===== src/rtl/fifo_drain_if.sv =====
// Bus bundle for fifo_drain: FIFO read side plus the valid/ready output stream.
// master = the drainer, slave = the FIFO/downstream environment.
interface fifo_drain_if #(
    parameter int DATA_W = 8
);
    logic              fifo_empty;
    logic [DATA_W-1:0] fifo_data;
    logic              fifo_rd_en;
    logic              m_valid;
    logic [DATA_W-1:0] m_data;
    logic              m_ready;

    modport master (
        input  fifo_empty, fifo_data, m_ready,
        output fifo_rd_en, m_valid, m_data
    );

    modport slave (
        output fifo_empty, fifo_data, m_ready,
        input  fifo_rd_en, m_valid, m_data
    );
endinterface


===== src/rtl/fifo_drain.sv =====
// Drains a 1-cycle-latency FIFO into a valid/ready stream through a 2-entry buffer.
// Optional transfer counter output xfer_cnt when FIFO_DRAIN_COUNT_EN is defined.
module fifo_drain #(
    parameter int DATA_W = 8
) (
    input  logic         clock,
    input  logic         resetn,
    input  logic         enable,
    input  logic         flush,
    output logic         busy,
`ifdef FIFO_DRAIN_COUNT_EN
    output logic [15:0]  xfer_cnt,
`endif
    fifo_drain_if.master bus
);
    typedef enum logic [1:0] {
        IDLE  = 2'd0,
        RUN   = 2'd1,
        FLUSH = 2'd2
    } state_e;

    state_e            state_q, state_d;
    logic [1:0]        occ_q, occ_d;
    logic              inflight_q, inflight_d;
    logic [DATA_W-1:0] buf0_q, buf0_d;
    logic [DATA_W-1:0] buf1_q, buf1_d;
    logic              m_valid_q, m_valid_d;
    logic              busy_q, busy_d;
    logic              pop_s, cap_s, rd_en_s;
    logic [2:0]        pending_s;
`ifdef FIFO_DRAIN_COUNT_EN
    logic [15:0]       cnt_q, cnt_d;
`endif

    // Handshake decode: flush overrides pop and capture; a flushed in-flight word is dropped.
    always_comb begin
        pop_s     = m_valid_q & bus.m_ready & ~flush;
        cap_s     = inflight_q & ~flush & (state_q != FLUSH);
        pending_s = {1'b0, occ_q} + {2'b00, inflight_q} - {2'b00, pop_s};
        rd_en_s   = resetn & ~flush & (state_q == RUN) & enable & ~bus.fifo_empty
                    & (pending_s < 3'd2);
    end

    // Next-state logic for the IDLE/RUN/FLUSH controller.
    always_comb begin
        state_d = state_q;
        if (flush) begin
            state_d = FLUSH;
        end else begin
            case (state_q)
                IDLE:    state_d = enable ? RUN : IDLE;
                RUN:     state_d = (!enable && !inflight_q) ? IDLE : RUN;
                FLUSH:   state_d = inflight_q ? FLUSH : IDLE;
                default: state_d = IDLE;
            endcase
        end
    end

    // Buffer update; entry 0 is always the head so m_data comes straight from a flop.
    always_comb begin
        occ_d  = occ_q;
        buf0_d = buf0_q;
        buf1_d = buf1_q;
        if (flush) begin
            occ_d = 2'd0;
        end else begin
            case ({cap_s, pop_s})
                2'b10: begin
                    case (occ_q)
                        2'd0: begin buf0_d = bus.fifo_data; occ_d = 2'd1; end
                        2'd1: begin buf1_d = bus.fifo_data; occ_d = 2'd2; end
                        default: occ_d = occ_q;
                    endcase
                end
                2'b01: begin
                    buf0_d = buf1_q;
                    occ_d  = occ_q - 2'd1;
                end
                2'b11: begin
                    if (occ_q == 2'd1) begin
                        buf0_d = bus.fifo_data;
                    end else begin
                        buf0_d = buf1_q;
                        buf1_d = bus.fifo_data;
                    end
                end
                default: occ_d = occ_q;
            endcase
        end
        inflight_d = rd_en_s;
        m_valid_d  = (occ_d != 2'd0);
        busy_d     = (state_d != IDLE) | (occ_d != 2'd0);
    end

`ifdef FIFO_DRAIN_COUNT_EN
    // Transfer counter, wraps naturally at 16 bits.
    always_comb begin
        if (flush) begin
            cnt_d = 16'd0;
        end else begin
            cnt_d = pop_s ? cnt_q + 16'd1 : cnt_q;
        end
    end
`endif

    // State registers with synchronous active-low reset.
    always_ff @(posedge clock) begin
        if (!resetn) begin
            state_q    <= IDLE;
            occ_q      <= 2'd0;
            inflight_q <= 1'b0;
            buf0_q     <= {DATA_W{1'b0}};
            buf1_q     <= {DATA_W{1'b0}};
            m_valid_q  <= 1'b0;
            busy_q     <= 1'b0;
`ifdef FIFO_DRAIN_COUNT_EN
            cnt_q      <= 16'd0;
`endif
        end else begin
            state_q    <= state_d;
            occ_q      <= occ_d;
            inflight_q <= inflight_d;
            buf0_q     <= buf0_d;
            buf1_q     <= buf1_d;
            m_valid_q  <= m_valid_d;
            busy_q     <= busy_d;
`ifdef FIFO_DRAIN_COUNT_EN
            cnt_q      <= cnt_d;
`endif
        end
    end

    assign bus.fifo_rd_en = rd_en_s;
    assign bus.m_valid    = m_valid_q;
    assign bus.m_data     = buf0_q;
    assign busy           = busy_q;
`ifdef FIFO_DRAIN_COUNT_EN
    assign xfer_cnt       = cnt_q;
`endif

    fifo_drain_chk u_chk (
        .clock  (clock),
        .resetn (resetn),
        .cap    (cap_s),
        .pop    (pop_s),
        .occ    (occ_q)
    );
endmodule

// Overflow guard: the read throttle must make a capture into a full buffer impossible.
module fifo_drain_chk (
    input logic       clock,
    input logic       resetn,
    input logic       cap,
    input logic       pop,
    input logic [1:0] occ
);
    a_no_overflow: assert property (@(posedge clock) disable iff (!resetn)
        !(cap && !pop && (occ == 2'd2)));
endmodule

===== src/flat_wrapper.sv =====
// flat-port wrapper written by rule: the top's interface ports become plain ports
module fifo_drain_flat 
#(
    parameter int DATA_W = 8
)
  (clock, resetn, enable, flush, busy, bus_fifo_empty, bus_fifo_data, bus_m_ready, bus_fifo_rd_en, bus_m_valid, bus_m_data);
  fifo_drain_if #(.DATA_W(DATA_W)) bus_i ();
  input  logic clock;
  input  logic resetn;
  input  logic enable;
  input  logic flush;
  output logic busy;
  input wire logic [$bits(bus_i.fifo_empty)-1:0] bus_fifo_empty;
  input wire logic [$bits(bus_i.fifo_data)-1:0] bus_fifo_data;
  input wire logic [$bits(bus_i.m_ready)-1:0] bus_m_ready;
  output wire logic [$bits(bus_i.fifo_rd_en)-1:0] bus_fifo_rd_en;
  output wire logic [$bits(bus_i.m_valid)-1:0] bus_m_valid;
  output wire logic [$bits(bus_i.m_data)-1:0] bus_m_data;
  assign bus_i.fifo_empty = bus_fifo_empty;
  assign bus_i.fifo_data = bus_fifo_data;
  assign bus_i.m_ready = bus_m_ready;
  assign bus_fifo_rd_en = bus_i.fifo_rd_en;
  assign bus_m_valid = bus_i.m_valid;
  assign bus_m_data = bus_i.m_data;
  fifo_drain #(.DATA_W(DATA_W)) u_core (.clock(clock), .resetn(resetn), .enable(enable), .flush(flush), .busy(busy), .bus(bus_i));
endmodule

===== config.mk =====
export PLATFORM = sky130hd
export DESIGN_NAME = fifo_drain_flat
export DESIGN_NICKNAME = d
export VERILOG_FILES = /design/src/rtl/fifo_drain_if.sv /design/src/rtl/fifo_drain.sv /design/src/flat_wrapper.sv
export SDC_FILE = /design/constraint.sdc
export NUM_CORES = 1
export LEC_CHECK = 0
export ABC_AREA = 1
export CAP_MARGIN = 40
export CORE_MARGIN = 2
export CORE_UTILIZATION = 34
export DETAILED_ROUTE_END_ITERATION = 8
export SLEW_MARGIN = 20
export SYNTH_ARGS = -nofsm -noshare
export SYNTH_HDL_FRONTEND = slang
export SYNTH_HIERARCHICAL = 1
export SYNTH_SLANG_ARGS = --single-unit

===== constraint.sdc =====
create_clock -name clock -period 4.8 [get_ports clock]
set_input_delay 1.44 -clock clock [delete_from_list [all_inputs] [get_ports clock]]
set_output_delay 1.44 -clock clock [all_outputs]
set_load 0.05 [all_outputs]

==> results.md, run 1 <==
- Required @ worst endpoint: 3.36 ns
- Warnings from Yosys: 6
- Final min period: 4.70 ns
- Static leakage: 0.955 nW
- Final WL: 3.50 mm
- Initial Utilization: 35.7%
- DR iter-0 viols: 91
- PortBufs: 24
- Drt drc: 0
- Final setup TNS: 0 ns
- Num CTS Buffers: 3
- Bufs on Longest Clock Path: 2
- Primary FF master, synth: dfxtp_1
- CTS tree: built
- Share of layout cells above drive strength 1: 10.4%
- Final worst slack: 0.0989 ns
- Number of antenna repair diodes: 0
- Netlist cell types: 25
- Area contributors post-synth: dfxtp_1 (29%), nand2_1 (20%), inv_1 (9.3%)
- Max Cap Violations: 0
- Final setup fails: 0
- Clock Sinks: 23
- Cells after synthesis: 244
- Clock transition at path regs: 0.09 ns
- Pins Over Slew Limit: 0
- DR WL/cell: 10.9 µm
- Crit Path Class: input pin to output pin
- Total gr overflow: 0
- Worst reg2reg startpoint: u_core/bus.m_valid$_SDFF_PN0_
- Via count of the first global-routing pass: 1,397
- Synth top area share: 29.4%
- DP HPWL: 2.60 mm
- TritonRoute pass-1 iters: 4
- Nets: 291
- Most frequent cell after synthesis: nand2_1
- DRT antenna net count: 0
- Slowest cell delay on critical path: 0.48 ns
- CTS root buf: clkbuf_8
- Area of the multi-input gates: 902 µm²
- Worst-path fanout max: 2
- Worst Tran Pin Value: 0.500 ns
- Top post-synthesis cells by count: nand2_1 (82), inv_1 (39), dfxtp_1 (23)
- Setup Skew: 0.00327 ns
- Crit-path slowest cell: fa_1
- Status: finished clean
- Async set-or-reset flop fraction in the synthesized netlist: 0%
- Leading area contributor after synthesis: dfxtp_1
- Dpl ws: -0.221 ns
- Routability cong.: 0.845
- Die Span Y: 71.9 µm
- H-tree Lvls: 1
- RSZ-0062 raised after global routing: false
- Postcts setup bufs: 0
- Post-synth EDFFs: 0
- Number of top-level pins: 25
- Max rail drop VDD: 0.000121 V
- Area Growth Syn to Fin: 22.6%
- Mean Syn Cell Area: 6.42 µm²
- Hold-fix buffer count after cts: 0
- Fin util: 43.8%
- Hold Path Origin: u_core/bus.m_data[1]$_SDFFE_PN0P_
- Synth Register Bits: 23
- Tcrit/Tclk final: 97.9%
- Cell Area, Placed: 1880 µm²
- Sequential cell area: 460 µm²
- Final Cell Area: 1920 µm²
- Die extent in x: 71.9 µm
- Placeable Area: 4380 µm²
- Startpoint types: input pin
- Tot GR Track Use: 14.5%
- Cell Area, Synth: 1570 µm²
- Global-route wire length before repair: 5.98 mm
- HP Class: register to register
- Hold Slack: 0.521 ns
- Syn Nets: 266
- Initial antenna violation count: 0
- Fillers: 458
- Via count: 1,478
- CP Capture Type: output pin
- Register area share after synthesis: 29.4%
- Crit. Startpoint: bus_m_ready
- Clock latency on the worst-skew pair: 0.27 ns
- Pin count of the biggest net entering global routing: 20
- Core Rows: 24
- WP data arrival: 3.26 ns
- Critical path cell sequence: dlygate4sd2_1, nand2_4, nor2_4, ha_4, or2_4, fa_1, nand3b_1, nor3_4, buf_12
- Maximum clock rate: 213 MHz
- PD cells: 183 nW/µm²
- Final non-filler cell total: 320
- Final Hold Fails: 0
- Slew margin rel.: 66.6%
- Die area: 5170 µm²
- Routed vias/inst: 4.62
- DP Cell Count: 316
- Total Power: 0.351 mW
==> repair_timing <==
item,CTS,global route
endpoints found under the setup margin,1,0
gates resized for setup,2,0
hold endpoints to repair,0,0
==> placed cells by master, fill, tap and decap left out <==
cell type        netlist  routed
clkbuf_1               0       1
fa_1                   1       1
nand3b_1               1       1
xor2_1                 1       1
nand2_2                3       3
o21ai_0                1       1
dfxtp_1               23      23
nand2_4                2       3
o21bai_1               1       1
dlygate4sd2_1          0       2
clkdlybuf4s50_1        0      21
nand4_1                1       1
inv_1                 39      39
ha_4                   0       1
buf_12                 0       1
a21oi_2                4       4
ha_1                   7       6
nand2_1               82      81
nor3_1                 2       1
clkbuf_8               0       3
or2_4                  0       1
nand3_4                2       2
inv_2                  2       2
buf_4                  2       5
nor3_4                 0       1
nor2_1                17      17
nor2_4                 1       1
nand3_1               21      21
inv_6                  1       1
a21oi_1               22      22
==> cells by family after synthesis <==
family | count (synthesis) | share of synthesized area [%]
simple gates | 133 | 37.9
buf+inv | 51 | 15.2
compound gates | 28 | 10.1
flops | 23 | 29.4
fa+ha+maj | 8 | 6.87
xor+xnor | 1 | 0.559
==> final timing paths <==
| check | slack (ns) | depth (start not counted) | to |
|---|---|---|---|
| max reg2reg | 2.66 | 10 | u_core/buf1_q[7]$_SDFFE_PN0P_ |
| min | 0.52 | 4 | u_core/bus.m_data[1]$_SDFFE_PN0P_ |
| max | 0.1 | 9 | bus_fifo_rd_en |
| min reg2reg | 0.52 | 4 | u_core/bus.m_data[1]$_SDFFE_PN0P_ |
==> registers in the layout (all words and copies together) (netlist names) <==
name                flops
u_core/buf1_q           8
u_core/busy             1
u_core/state_q          2
u_core/bus.m_valid      1
u_core/inflight_q       1
u_core/occ_q            2
u_core/bus.m_data       8
==> where the power goes <==
group	internal [mW]	leakage, nW	switching (mW)
logic	0.0147	0.746	0.0168
registers	0.192	0.186	0.000690
clock network	0.0594	0.0228	0.0670
==> worst max-delay path: cells and delay by family <==
kind	cells	cell delay [ns]
buffers and inverters	2	0.39
adders and majority gates	2	0.68
and+or+nand+nor	5	0.75
==> final cells by class <==
type,count,share of cell area [%]
clock buffer,4,2.35
inverter,42,8.47
multi-input combinational,170,47.0
sequential,23,24.0
tap,52,3.39
timing repair buffer,29,14.9
==> per-layer routing <==
metal	wire [µm]	GRT usage, %
met1	1560	17.3
met3	123	3.52
met4	18	2.52
met5	0	0
met2	1790	26.6
Note: power is estimated with default switching activity, not from simulation.
==> run 2: changes to the inputs <==
--- a/config.mk
+++ b/config.mk
@@ -10,6 +10,7 @@
 export CORE_MARGIN = 2
 export CORE_UTILIZATION = 34
 export DETAILED_ROUTE_END_ITERATION = 8
+export GPL_ROUTABILITY_DRIVEN = 0
 export SLEW_MARGIN = 20
 export SYNTH_ARGS = -nofsm -noshare
 export SYNTH_HDL_FRONTEND = slang
==> results of run 2 <==
No change in the layout: final DEF, timing and power equal those of run 1.
